===== src/rtl/eu_speriph_plug_arbiter_pkg.sv =====
// Shared types and constants for the event-unit peripheral plug arbiter.
// Holds the FSM state type, the watchdog error data word and a wrap helper.
package eu_speriph_plug_arbiter_pkg;

    localparam int NB_SPERIPH_PLUGS_EU = 2;

    localparam logic [31:0] EU_ARB_ERR_RDATA = 32'hBADACCE5;

    typedef enum logic {
        EU_ARB_IDLE,
        EU_ARB_WAIT_RESP
    } eu_arb_state_e;

    function automatic int unsigned eu_arb_wrap_inc(
        input int unsigned idx,
        input int unsigned n
    );
        return (idx + 1 >= n) ? 0 : idx + 1;
    endfunction

endpackage


===== src/rtl/eu_speriph_plug_arbiter_if.sv =====
// Bundle of plug-side (s_*) and event-unit-side (m_*) bus signals.
// slave: arbiter view; master: view of the plugs plus the event unit.
interface eu_speriph_plug_arbiter_if #(
    parameter int NB_PLUGS   = 2,
    parameter int ID_WIDTH   = 5,
    parameter int ADDR_WIDTH = 32,
    parameter int DATA_WIDTH = 32
);
    localparam int BE_WIDTH = DATA_WIDTH / 8;

    logic [NB_PLUGS-1:0]                 s_req_i;
    logic [NB_PLUGS-1:0][ADDR_WIDTH-1:0] s_add_i;
    logic [NB_PLUGS-1:0]                 s_wen_i;
    logic [NB_PLUGS-1:0][DATA_WIDTH-1:0] s_wdata_i;
    logic [NB_PLUGS-1:0][BE_WIDTH-1:0]   s_be_i;
    logic [NB_PLUGS-1:0][ID_WIDTH-1:0]   s_id_i;
    logic [NB_PLUGS-1:0]                 s_gnt_o;
    logic [NB_PLUGS-1:0]                 s_r_valid_o;
    logic [NB_PLUGS-1:0]                 s_r_opc_o;
    logic [NB_PLUGS-1:0][ID_WIDTH-1:0]   s_r_id_o;
    logic [NB_PLUGS-1:0][DATA_WIDTH-1:0] s_r_rdata_o;

    logic                  m_req_o;
    logic [ADDR_WIDTH-1:0] m_add_o;
    logic                  m_wen_o;
    logic [DATA_WIDTH-1:0] m_wdata_o;
    logic [BE_WIDTH-1:0]   m_be_o;
    logic [ID_WIDTH-1:0]   m_id_o;
    logic                  m_gnt_i;
    logic                  m_r_valid_i;
    logic                  m_r_opc_i;
    logic [ID_WIDTH-1:0]   m_r_id_i;
    logic [DATA_WIDTH-1:0] m_r_rdata_i;

    modport slave (
        input  s_req_i, s_add_i, s_wen_i, s_wdata_i, s_be_i, s_id_i,
        output s_gnt_o, s_r_valid_o, s_r_opc_o, s_r_id_o, s_r_rdata_o,
        output m_req_o, m_add_o, m_wen_o, m_wdata_o, m_be_o, m_id_o,
        input  m_gnt_i, m_r_valid_i, m_r_opc_i, m_r_id_i, m_r_rdata_i
    );

    modport master (
        output s_req_i, s_add_i, s_wen_i, s_wdata_i, s_be_i, s_id_i,
        input  s_gnt_o, s_r_valid_o, s_r_opc_o, s_r_id_o, s_r_rdata_o,
        input  m_req_o, m_add_o, m_wen_o, m_wdata_o, m_be_o, m_id_o,
        output m_gnt_i, m_r_valid_i, m_r_opc_i, m_r_id_i, m_r_rdata_i
    );

endinterface


===== src/rtl/eu_speriph_plug_arbiter_rr_sel.sv =====
// Round-robin priority select: first set request at or after i_ptr (wrapping).
// Ports: i_req request vector, i_ptr start index, o_idx winner, o_valid any request.
module eu_rr_prio_sel #(
    parameter int NB_PLUGS = 2
) (
    input  logic [NB_PLUGS-1:0]         i_req,
    input  logic [$clog2(NB_PLUGS)-1:0] i_ptr,
    output logic [$clog2(NB_PLUGS)-1:0] o_idx,
    output logic                        o_valid
);
    localparam int PW = $clog2(NB_PLUGS);

    always_comb begin : p_sel
        int          k;
        logic [PW-1:0] w_k;
        o_idx   = '0;
        o_valid = 1'b0;
        k       = 0;
        w_k     = '0;
        for (int i = 0; i < NB_PLUGS; i++) begin
            k = int'(i_ptr) + i;
            if (k >= NB_PLUGS) k = k - NB_PLUGS;
            w_k = PW'(k);
            if (!o_valid && i_req[w_k]) begin
                o_valid = 1'b1;
                o_idx   = w_k;
            end
        end
    end

endmodule


===== src/rtl/eu_speriph_plug_arbiter.sv =====
// Round-robin arbiter sharing the event-unit slave port between NB_PLUGS plugs,
// with response steering and a response watchdog.
// Ports: clk_i, rst_ni (async, active-low), bus (slave modport), err_o (timeout pulse).
module eu_speriph_plug_arbiter
    import eu_speriph_plug_arbiter_pkg::*;
#(
    parameter int NB_PLUGS   = NB_SPERIPH_PLUGS_EU,
    parameter int ID_WIDTH   = 5,
    parameter int ADDR_WIDTH = 32,
    parameter int DATA_WIDTH = 32,
    parameter int TIMEOUT    = 16
) (
    input  logic                        clk_i,
    input  logic                        rst_ni,
    eu_speriph_plug_arbiter_if.slave    bus,
    output logic                        err_o
);
    localparam int PW = $clog2(NB_PLUGS);
    localparam int CW = (TIMEOUT > 0) ? $clog2(TIMEOUT + 1) : 1;

    eu_arb_state_e       r_state;
    logic [PW-1:0]       r_rr_ptr;
    logic [PW-1:0]       r_lock_idx;
    logic [PW-1:0]       r_owner;
    logic                r_lock;
    logic [ID_WIDTH-1:0] r_id_q;

    logic [PW-1:0] w_sel_idx;
    logic [PW-1:0] w_winner;
    logic          w_sel_valid;
    logic          w_lock_hit;
    logic          w_req_phase;
    logic          w_m_req;
    logic          w_hs;
    logic          w_timeout;

    eu_rr_prio_sel #(.NB_PLUGS(NB_PLUGS)) u_sel (
        .i_req   (bus.s_req_i),
        .i_ptr   (r_rr_ptr),
        .o_idx   (w_sel_idx),
        .o_valid (w_sel_valid)
    );

    // A stalled plug keeps the bus until granted; if it drops its
    // request the lock is ignored and normal round-robin resumes.
    assign w_lock_hit  = r_lock & bus.s_req_i[r_lock_idx];
    assign w_winner    = w_lock_hit ? r_lock_idx : w_sel_idx;
    assign w_req_phase = (r_state == EU_ARB_IDLE) |
                         ((r_state == EU_ARB_WAIT_RESP) & bus.m_r_valid_i);
    assign w_m_req     = w_req_phase & w_sel_valid;
    assign w_hs        = w_m_req & bus.m_gnt_i;

    always_comb begin
        bus.m_req_o   = w_m_req;
        bus.m_add_o   = '0;
        bus.m_wen_o   = 1'b0;
        bus.m_wdata_o = '0;
        bus.m_be_o    = '0;
        bus.m_id_o    = '0;
        bus.s_gnt_o   = '0;
        if (w_m_req) begin
            bus.m_add_o           = bus.s_add_i[w_winner];
            bus.m_wen_o           = bus.s_wen_i[w_winner];
            bus.m_wdata_o         = bus.s_wdata_i[w_winner];
            bus.m_be_o            = bus.s_be_i[w_winner];
            bus.m_id_o            = bus.s_id_i[w_winner];
            bus.s_gnt_o[w_winner] = bus.m_gnt_i;
        end
    end

    always_comb begin
        bus.s_r_valid_o = '0;
        bus.s_r_opc_o   = '0;
        bus.s_r_id_o    = '0;
        bus.s_r_rdata_o = '0;
        if (r_state == EU_ARB_WAIT_RESP) begin
            if (w_timeout) begin
                bus.s_r_valid_o[r_owner] = 1'b1;
                bus.s_r_opc_o[r_owner]   = 1'b1;
                bus.s_r_id_o[r_owner]    = r_id_q;
                bus.s_r_rdata_o[r_owner] = DATA_WIDTH'(EU_ARB_ERR_RDATA);
            end else begin
                bus.s_r_valid_o[r_owner] = bus.m_r_valid_i;
                bus.s_r_opc_o[r_owner]   = bus.m_r_opc_i;
                bus.s_r_id_o[r_owner]    = bus.m_r_id_i;
                bus.s_r_rdata_o[r_owner] = bus.m_r_rdata_i;
            end
        end
    end

    assign err_o = w_timeout;

    generate
        if (TIMEOUT > 0) begin : g_wdog
            logic [CW-1:0] r_cnt;

            always_ff @(posedge clk_i or negedge rst_ni) begin
                if (!rst_ni) begin
                    r_cnt <= '0;
                end else if (w_hs) begin
                    r_cnt <= '0;
                end else if (r_state == EU_ARB_WAIT_RESP && !bus.m_r_valid_i) begin
                    r_cnt <= r_cnt + CW'(1);
                end
            end

            assign w_timeout = (r_state == EU_ARB_WAIT_RESP) & ~bus.m_r_valid_i &
                               (r_cnt == CW'(TIMEOUT - 1));
        end else begin : g_no_wdog
            assign w_timeout = 1'b0;
        end
    endgenerate

    always_ff @(posedge clk_i or negedge rst_ni) begin
        if (!rst_ni) begin
            r_state    <= EU_ARB_IDLE;
            r_rr_ptr   <= '0;
            r_lock     <= 1'b0;
            r_lock_idx <= '0;
            r_owner    <= '0;
            r_id_q     <= '0;
        end else begin
            if (w_hs) begin
                r_state  <= EU_ARB_WAIT_RESP;
                r_owner  <= w_winner;
                r_id_q   <= bus.s_id_i[w_winner];
                r_rr_ptr <= PW'(eu_arb_wrap_inc(32'(w_winner), NB_PLUGS));
            end else if (r_state == EU_ARB_WAIT_RESP &&
                         (bus.m_r_valid_i || w_timeout)) begin
                r_state <= EU_ARB_IDLE;
            end

            if (w_hs) begin
                r_lock <= 1'b0;
            end else if (w_m_req) begin
                r_lock     <= 1'b1;
                r_lock_idx <= w_winner;
            end else if (r_lock && !bus.s_req_i[r_lock_idx]) begin
                r_lock <= 1'b0;
            end
        end
    end

endmodule


===== src/flat_wrapper.sv =====
// flat-port wrapper written by rule: the top's interface ports become plain ports
module eu_speriph_plug_arbiter_flat import eu_speriph_plug_arbiter_pkg::*;
#(
    parameter int NB_PLUGS   = NB_SPERIPH_PLUGS_EU,
    parameter int ID_WIDTH   = 5,
    parameter int ADDR_WIDTH = 32,
    parameter int DATA_WIDTH = 32,
    parameter int TIMEOUT    = 16
)
  (clk_i, rst_ni, err_o, bus_s_req_i, bus_s_add_i, bus_s_wen_i, bus_s_wdata_i, bus_s_be_i, bus_s_id_i, bus_s_gnt_o, bus_s_r_valid_o, bus_s_r_opc_o, bus_s_r_id_o, bus_s_r_rdata_o, bus_m_req_o, bus_m_add_o, bus_m_wen_o, bus_m_wdata_o, bus_m_be_o, bus_m_id_o, bus_m_gnt_i, bus_m_r_valid_i, bus_m_r_opc_i, bus_m_r_id_i, bus_m_r_rdata_i);
  eu_speriph_plug_arbiter_if #(.NB_PLUGS(NB_PLUGS), .ID_WIDTH(ID_WIDTH), .ADDR_WIDTH(ADDR_WIDTH), .DATA_WIDTH(DATA_WIDTH)) bus_i ();
  input  logic clk_i;
  input  logic rst_ni;
  output logic err_o;
  input wire logic [$bits(bus_i.s_req_i)-1:0] bus_s_req_i;
  input wire logic [$bits(bus_i.s_add_i)-1:0] bus_s_add_i;
  input wire logic [$bits(bus_i.s_wen_i)-1:0] bus_s_wen_i;
  input wire logic [$bits(bus_i.s_wdata_i)-1:0] bus_s_wdata_i;
  input wire logic [$bits(bus_i.s_be_i)-1:0] bus_s_be_i;
  input wire logic [$bits(bus_i.s_id_i)-1:0] bus_s_id_i;
  output wire logic [$bits(bus_i.s_gnt_o)-1:0] bus_s_gnt_o;
  output wire logic [$bits(bus_i.s_r_valid_o)-1:0] bus_s_r_valid_o;
  output wire logic [$bits(bus_i.s_r_opc_o)-1:0] bus_s_r_opc_o;
  output wire logic [$bits(bus_i.s_r_id_o)-1:0] bus_s_r_id_o;
  output wire logic [$bits(bus_i.s_r_rdata_o)-1:0] bus_s_r_rdata_o;
  output wire logic [$bits(bus_i.m_req_o)-1:0] bus_m_req_o;
  output wire logic [$bits(bus_i.m_add_o)-1:0] bus_m_add_o;
  output wire logic [$bits(bus_i.m_wen_o)-1:0] bus_m_wen_o;
  output wire logic [$bits(bus_i.m_wdata_o)-1:0] bus_m_wdata_o;
  output wire logic [$bits(bus_i.m_be_o)-1:0] bus_m_be_o;
  output wire logic [$bits(bus_i.m_id_o)-1:0] bus_m_id_o;
  input wire logic [$bits(bus_i.m_gnt_i)-1:0] bus_m_gnt_i;
  input wire logic [$bits(bus_i.m_r_valid_i)-1:0] bus_m_r_valid_i;
  input wire logic [$bits(bus_i.m_r_opc_i)-1:0] bus_m_r_opc_i;
  input wire logic [$bits(bus_i.m_r_id_i)-1:0] bus_m_r_id_i;
  input wire logic [$bits(bus_i.m_r_rdata_i)-1:0] bus_m_r_rdata_i;
  assign bus_i.s_req_i = bus_s_req_i;
  assign bus_i.s_add_i = bus_s_add_i;
  assign bus_i.s_wen_i = bus_s_wen_i;
  assign bus_i.s_wdata_i = bus_s_wdata_i;
  assign bus_i.s_be_i = bus_s_be_i;
  assign bus_i.s_id_i = bus_s_id_i;
  assign bus_s_gnt_o = bus_i.s_gnt_o;
  assign bus_s_r_valid_o = bus_i.s_r_valid_o;
  assign bus_s_r_opc_o = bus_i.s_r_opc_o;
  assign bus_s_r_id_o = bus_i.s_r_id_o;
  assign bus_s_r_rdata_o = bus_i.s_r_rdata_o;
  assign bus_m_req_o = bus_i.m_req_o;
  assign bus_m_add_o = bus_i.m_add_o;
  assign bus_m_wen_o = bus_i.m_wen_o;
  assign bus_m_wdata_o = bus_i.m_wdata_o;
  assign bus_m_be_o = bus_i.m_be_o;
  assign bus_m_id_o = bus_i.m_id_o;
  assign bus_i.m_gnt_i = bus_m_gnt_i;
  assign bus_i.m_r_valid_i = bus_m_r_valid_i;
  assign bus_i.m_r_opc_i = bus_m_r_opc_i;
  assign bus_i.m_r_id_i = bus_m_r_id_i;
  assign bus_i.m_r_rdata_i = bus_m_r_rdata_i;
  eu_speriph_plug_arbiter #(.NB_PLUGS(NB_PLUGS), .ID_WIDTH(ID_WIDTH), .ADDR_WIDTH(ADDR_WIDTH), .DATA_WIDTH(DATA_WIDTH), .TIMEOUT(TIMEOUT)) u_core (.clk_i(clk_i), .rst_ni(rst_ni), .bus(bus_i), .err_o(err_o));
endmodule

===== config.mk =====
export PLATFORM = sky130hd
export DESIGN_NAME = eu_speriph_plug_arbiter_flat
export DESIGN_NICKNAME = d
export VERILOG_FILES = /design/src/rtl/eu_speriph_plug_arbiter_pkg.sv /design/src/rtl/eu_speriph_plug_arbiter_if.sv /design/src/rtl/eu_speriph_plug_arbiter_rr_sel.sv /design/src/rtl/eu_speriph_plug_arbiter.sv /design/src/flat_wrapper.sv
export SDC_FILE = /design/constraint.sdc
export NUM_CORES = 1
export LEC_CHECK = 0
export ABC_CLOCK_PERIOD_IN_PS = 5950
export BUFFER_PORTS_ARGS = -buffer_cell sky130_fd_sc_hd__buf_4
export CAP_MARGIN = 20
export CORE_AREA = 3 3 134 136
export CTS_CLUSTER_DIAMETER = 80
export DETAILED_ROUTE_END_ITERATION = 8
export DIE_AREA = 0 0 137 139
export PLACE_DENSITY = 0.46
export RECOVER_POWER = 25
export SLEW_MARGIN = 20
export SYNTH_ARGS = -nofsm -noshare
export SYNTH_HDL_FRONTEND = slang
export SYNTH_SLANG_ARGS = --single-unit

===== constraint.sdc =====
create_clock -name clk_i -period 5.95 [get_ports clk_i]
set_clock_uncertainty 0.15 [all_clocks]
set_input_delay 0.595 -clock clk_i [delete_from_list [all_inputs] [get_ports clk_i]]
set_output_delay 0.595 -clock clk_i [all_outputs]
set_load 0.01 [all_outputs]

; After elaboration in Yosys (flattened, before gate mapping)
; Index checks and enable logic that the tools add are counted.
; Widths: inputs -> output; s select.
[word_totals]
register_bits = 15
latch_bits = 0
mem_bits_rw = 0
romBits = 0
in_bits = 192
output_inout_bits = 156
elab_cells = 106
mem_count = 0
[classes]
add_sub_neg = 5
multipliers = 0
div_mod_pow = 0
order_cmp = 10
n_eq_ne = 1
n_shift = 0
n_mux = 53
bitwise = 16
n_reduce_logical = 14
[op_table]
columns = op, n
row1 = $mux 32, 7
row2 = $mux 64, 2
row3 = $and 64x64->64, 1
row4 = $demux 32 s1, 1
row5 = $mux 5, 6
row6 = $mux 1, 24
row7 = $and 10x10->10, 2
row8 = $mux 10, 2
row9 = $mux 4, 3
row10 = $lt 1x2->1 const B, 5
row11 = $mux 2, 5
row12 = $and 1x1->1, 6
row13 = $and 2x2->2, 3
row14 = $logic_and 1x1->1, 6
row15 = $add 5x1->5 const B, 1
row16 = $demux 5 s1, 1
row17 = $eq 5x4->1 const B, 1
row18 = $add 1x1->2 const B, 2
row19 = $ge 2x2->1 const B, 2
row20 = $reduce_bool 2->1, 2
row21 = $logic_not 1->1, 3
row22 = $not 1->1, 3
row23 = $reduce_bool 3->1, 1
row24 = $demux 1 s1, 2
row25 = 6 further kinds, 8

; Depth between registers and ports, before layout
[logic_depth]
word_depth = 15
mapped_depth = 8
mapped_depth_nobuf = 6

; By module
; From an unflattened synthesis, not the netlist that was laid out.
[hier_totals]
hier_cells = 431
hier_area_um2 = 2287.2
[modules_own_cells]
columns = mod, n_inst, cells_per_inst, area_per_inst_um2, seq_area_each_um2
row1 = eu_speriph_plug_arbiter, 1, 428, 2269.7, 375.4
row2 = eu_rr_prio_sel, 1, 3, 17.5, 0.0

; Worst setup path after synthesis
; Ideal clock, no wire load.
[synth_timing]
path_type = register to output
startpoint = register u_core.g_wdog.r_cnt[0]
endpoint = output port bus_s_r_rdata_o[62]
arrival_time_ns = 1.763
required_time_ns = 5.205
slack_ns = 3.442
stages_incl_launch_ff = 8
path_buffers = 2
cell_sequence = dfrtp_1 ha_1 and3_1 ha_1 and2_1 buf_4 buf_4 nor3b_1
[synth_between]
elab_chain_len = 4
[synth_rtl]
columns = item, line_no
row1 = from (decl), eu_speriph_plug_arbiter.sv:95  ; logic [CW-1:0] r_cnt;
row2 = from (signal assigned), eu_speriph_plug_arbiter.sv:103  ; r_cnt <= r_cnt + CW'(1);
row3 = $eq 5x4->1, eu_speriph_plug_arbiter.sv:108  ; (r_cnt == CW'(TIMEOUT - 1));
row4 = $and 1x1->1, eu_speriph_plug_arbiter.sv:107  ; assign w_timeout = (r_state == EU_ARB_WAIT_RESP) & ~bus.m_r_valid_i &
row5 = via err_o, flat_wrapper.sv:14  ; output logic err_o;
row6 = $mux 64, eu_speriph_plug_arbiter.sv:77  ; if (w_timeout) begin
row7 = $mux 64, eu_speriph_plug_arbiter.sv:76  ; if (r_state == EU_ARB_WAIT_RESP) begin
row8 = to (decl), flat_wrapper.sv:25  ; output wire logic [$bits(bus_i.s_r_rdata_o)-1:0] bus_s_r_rdata_o;
; The timed path passes the listed nets, and every way through them passes these cells.

; Worst setup path after layout
[layout_timing]
startpoint = input port bus_s_req_i[1]
endpoint = output port bus_m_wdata_o[7]
[layout_between]
elab_chain_len = 10
word_cells_on_any_way = 18
classes_between = 14 x mux / 2 x bitwise / 2 x reduce/logical
[layout_rtl]
columns = item, line_no
row1 = from (decl), flat_wrapper.sv:15  ; input wire logic [$bits(bus_i.s_req_i)-1:0] bus_s_req_i;
row2 = $mux 1 (implied by the code) (2 in series), eu_speriph_plug_arbiter_rr_sel.sv:24  ; if (!o_valid && i_req[w_k]) begin
row3 = $mux 1, eu_speriph_plug_arbiter_rr_sel.sv:24
row4 = $logic_not 1->1, eu_speriph_plug_arbiter_rr_sel.sv:24
row5 = $logic_and 1x1->1, eu_speriph_plug_arbiter_rr_sel.sv:24
row6 = $mux 1, eu_speriph_plug_arbiter_rr_sel.sv:24
row7 = $mux 1, eu_speriph_plug_arbiter.sv:47  ; assign w_winner = w_lock_hit ? r_lock_idx : w_sel_idx;
row8 = $mux 32 (implied by the code) (2 in series), eu_speriph_plug_arbiter.sv:64  ; bus.m_wdata_o = bus.s_wdata_i[w_winner];
row9 = $mux 32 (*), eu_speriph_plug_arbiter.sv:61  ; if (w_m_req) begin
row10 = to (decl), flat_wrapper.sv:29  ; output wire logic [$bits(bus_i.m_wdata_o)-1:0] bus_m_wdata_o;
; Every way passes the cells marked *; elsewhere a longest branch is shown, timed or not. The select of a mux whose other input is x is not followed.

==> summary.md <==
| Metric | Value |
|---|---|
| Fin crit share | `73.0%` |
| Routability cong. | `approximately 0.82` |
| Nets@finish | `about 940` |
| CP Launch Type | `input pin` |
| Async S/R FF share, synth | `100%` |
| Switching portion of total power | `slightly above 40%` |
| Slowest CP cell | `o21ai_0` |
| Failing checks | `max-capacitance violations, max-slew violations` |
| Hold buffers post-CTS | `0` |
| Flip-flop and latch area | `between 300 and 400 um^2` |
| Clk slew on worst S/H paths | `0.05 ns` |
| First-pass GRT wire length | `a little over 20 mm` |
| CTS root buffer | `clkbuf_16` |
| Post-CTS setup buffers | `0` |
| First drt pass iteration count | `4` |
| Pre-CTS WS | `2.55 ns` |
| Most used cell, CP | `buf_4` |
| Worst Max-Slew Pin Slew | `2.24 ns` |
| Clk Latency, worst-skew pair | `about 0.24 ns` |
| Die ar. | `approximately 0.019 mm^2` |
| Logic pwr share | `slightly below 70%` |
| Max_cap viols | `2` |
| Sequential group share of total power | `between 10% and 20%` |
| Final WS setup | `around 1.6 ns` |
| Number of synthesized flops with an enable pin | `0` |
| Tot Pwr | `around 0.86 mW` |
| Final core occ | `between 30% and 40%` |
| Synth Flop Type | `dfrtp_1` |
| Hold/Removal Path Class | `input pin to asynchronous set/reset pin` |
| Crit path largest cell delay | `about 1.7 ns` |
| Initial antenna violation count | `0` |
| GRT overflow | `0` |
| CTS tree | `built` |
| Final setup fails | `0` |
| Crit. End Element | `primary output` |
| CP Cell Sequence | `clkbuf_1 -> o21ai_0 -> buf_16 -> buf_4 -> a21oi_1 -> buf_4` |
| Status | `complete, but fails checks` |
| Share of layout cells above drive strength 1 | `between 50% and 60%` |
| Final WL | `roughly 14 mm` |
| Via density | `between 3 and 4` |
| Post-synthesis sequential area ratio | `13.9%` |
| Row Count | `48` |
| Syn_nets | `between 600 and 700` |
| Post_cts resized | `0` |
| CP Max Fanout | `47` |
| Setup TNS | `0 ns` |
| Period minus WS final | `about 4.3 ns` |
| Post-Syn Instances | `between 400 and 500` |
| Antenna Cells | `0` |
| Vias in the first global route | `3671` |
| Final Slew Violations | `86` |
| Req. time, crit path | `approximately 5.2 ns` |
| Unique masters post-synth | `34` |
| CTS Buf Count | `3` |
| Kind of critical path | `input pin to primary output` |
| Via count | `3829` |
| Die H | `between 100 and 150 um` |
| Register bit total from synthesis | `15` |
| Synth Warn # | `0` |
| Die X | `roughly 140 um` |
| Initial Utilization | `about 16%` |
| IO Port Bufs | `roughly 350` |
| Leak pwr | `~2.7 nW` |
| Fmax | `about 0.23 GHz` |
| Clock sink total | `15` |
| All-Layer GR Usage | `approximately an eighth` |
| Core Box Area | `between 0.015 and 0.02 mm^2` |
| Fill count | `1956` |
| RSZ-0062 raised after global routing | `no` |
| PwrDens | `between 150 and 200 mW/mm^2` |
| Area delta synth->final | `99.4%` |
| Post-DP HPWL | `11.5 mm` |
| Switch Pwr | `around 0.35 mW` |
| Largest net degree at the start of global routing | `72` |
| Drt drc | `0` |
| P_int | `about 0.50 mW` |
| Worst VDD drop | `roughly 0.12 mV` |
| WP data arrival | `roughly 3.6 ns` |
| Post-DRT Antenna Nets | `0` |
| Syn Area/Cell | `~6.3 um^2` |
| Max Root-Sink Buffers | `2` |
| 1st-iter DRT viols | `157` |
| Multi-input logic area | `slightly above 0.002 mm^2` |
| I/O Pins | `approximately 350` |
| Slew margin rel. | `-50.9%` |
| DR WL/cell | `roughly 14 um` |
| Hold Fails Final Rpt | `0` |
| Syn Std Cell Area | `roughly 0.0027 mm^2` |
| Max H-tree Level | `1` |
| Clock power share | `between 15 and 20%` |
cells in the mapped netlist, types with 2 or more instances:
master    instances  area (um^2)
buf_4             4         30.0
a21oi_1          24          120
mux2i_1          10          100
and2_1           25          156
buf_2            15         75.1
dfrtp_1          15          375
nand2b_1          2         12.5
nand2_1          94          353
inv_1             2         7.51
xor2_1            2         17.5
buf_12            6          120
ha_1              2         25.0
a21oi_2          50          438
nand3_1           4         20.0
nor2_1           91          342
nand2_2          50          313
o21ai_1           5         25.0
nor2b_1           2         12.5
clkbuf_1         10         37.5
sequential cells by signal (all words and copies together), names as in the netlist:
name                 cells
u_core.r_owner           1
u_core.r_lock            1
u_core.r_id_q            5
u_core.r_lock_idx        1
u_core.r_state           1
u_core.g_wdog.r_cnt      5
u_core.r_rr_ptr          1
power by group through the flow:
stage | logic (mW) | registers (mW) | clock network (mW)
2_1_floorplan | 0.313 | 0.130 | 0
3_3_place_gp | 0.608 | 0.134 | 0
3_5_place_dp | 0.604 | 0.134 | 0
4_1_cts | 0.606 | 0.133 | 0.135
5_1_grt | 0.646 | 0.135 | 0.139
6_report | 0.593 | 0.132 | 0.130
cell families (layout without fill, tap and decap cells):
kind of cell	count (synthesis)	in the layout	synth area share, %
mux	12	12	4.67
simple gates	271	271	45.4
flops	15	15	13.9
xor+xnor	2	2	0.648
fa+ha+maj	2	2	0.925
compound gates	87	87	24.2
buf+inv	39	359	10.3
path summary, 6_finish.rpt:
kind,start,end,slack (ns),cells past startpoint
worst min register to register,u_core.g_wdog.r_cnt[4]$_DFFE_PN0P_,u_core.g_wdog.r_cnt[4]$_DFFE_PN0P_,0.35,2
worst min-delay path,rst_ni,u_core.r_id_q[4]$_DFFE_PN0P_,0.29,1
max in group asynchronous,rst_ni,u_core.g_wdog.r_cnt[2]$_DFFE_PN0P_,4.82,1
worst max register to register,u_core.r_lock$_DFFE_PN0P_,u_core.r_owner$_DFFE_PN0P_,2.67,5
min in group clk_i,u_core.g_wdog.r_cnt[4]$_DFFE_PN0P_,u_core.g_wdog.r_cnt[4]$_DFFE_PN0P_,0.35,2
worst max-delay path,bus_s_req_i[1],bus_m_wdata_o[7],1.60,6
layout by cell type (no fill, tap or decap):
| master | n |
|---|---|
| a21oi_1 | 24 |
| and2_0 | 1 |
| mux2i_1 | 10 |
| o21a_2 | 1 |
| buf_16 | 1 |
| nor2_1 | 91 |
| nand2_1 | 94 |
| xor2_1 | 2 |
| o21ai_0 | 7 |
| o21ai_4 | 1 |
| nand2_2 | 50 |
| clkbuf_2 | 1 |
| buf_4 | 333 |
| o211ai_1 | 1 |
| nand2b_1 | 2 |
| and2_1 | 24 |
| a31o_1 | 1 |
| nor3_1 | 1 |
| ha_1 | 2 |
| a21o_1 | 1 |
| and3_1 | 1 |
| mux2_4 | 1 |
| a21oi_2 | 50 |
| o211a_1 | 1 |
| nor3b_1 | 1 |
| inv_2 | 1 |
| clkbuf_16 | 3 |
| clkbuf_1 | 18 |
| nor2b_1 | 2 |
| inv_1 | 2 |
| nand3_1 | 4 |
| dfrtp_1 | 15 |
| mux2_2 | 1 |
final cells by class:
type,count,area share (%)
multi-input combinational,374,38.0
inverter,3,0.209
sequential,15,6.96
clock buffer,4,1.46
timing repair buffer,352,48.2
tap,225,5.22
worst max-delay path: cells and delay by family:
| kind | cells | cell delay (ns) |
|---|---|---|
| AO/OA/AOI/OAI | 2 | 1.81 |
| buffers and inverters | 4 | 1.15 |
per-layer routing:
metal / track usage (%) / part of all wire [%]
met1: 17.2 / 40
met4: 2.36 / 1.4
met3: 2.29 / 6.9
met5: 0 / 0
met2: 23.2 / 52
per-stage QoR:
step	hold slack [ns]	instance area [um^2]	std cells
after floorplan	0.149	2700	428
after global placement	0.317	5360	968
after detailed placement	0.318	5360	968
after CTS	0.0562	5440	972
after global routing	0.367	5390	973
final	0.293	5390	973
Note: power is estimated with default switching activity, not from simulation.
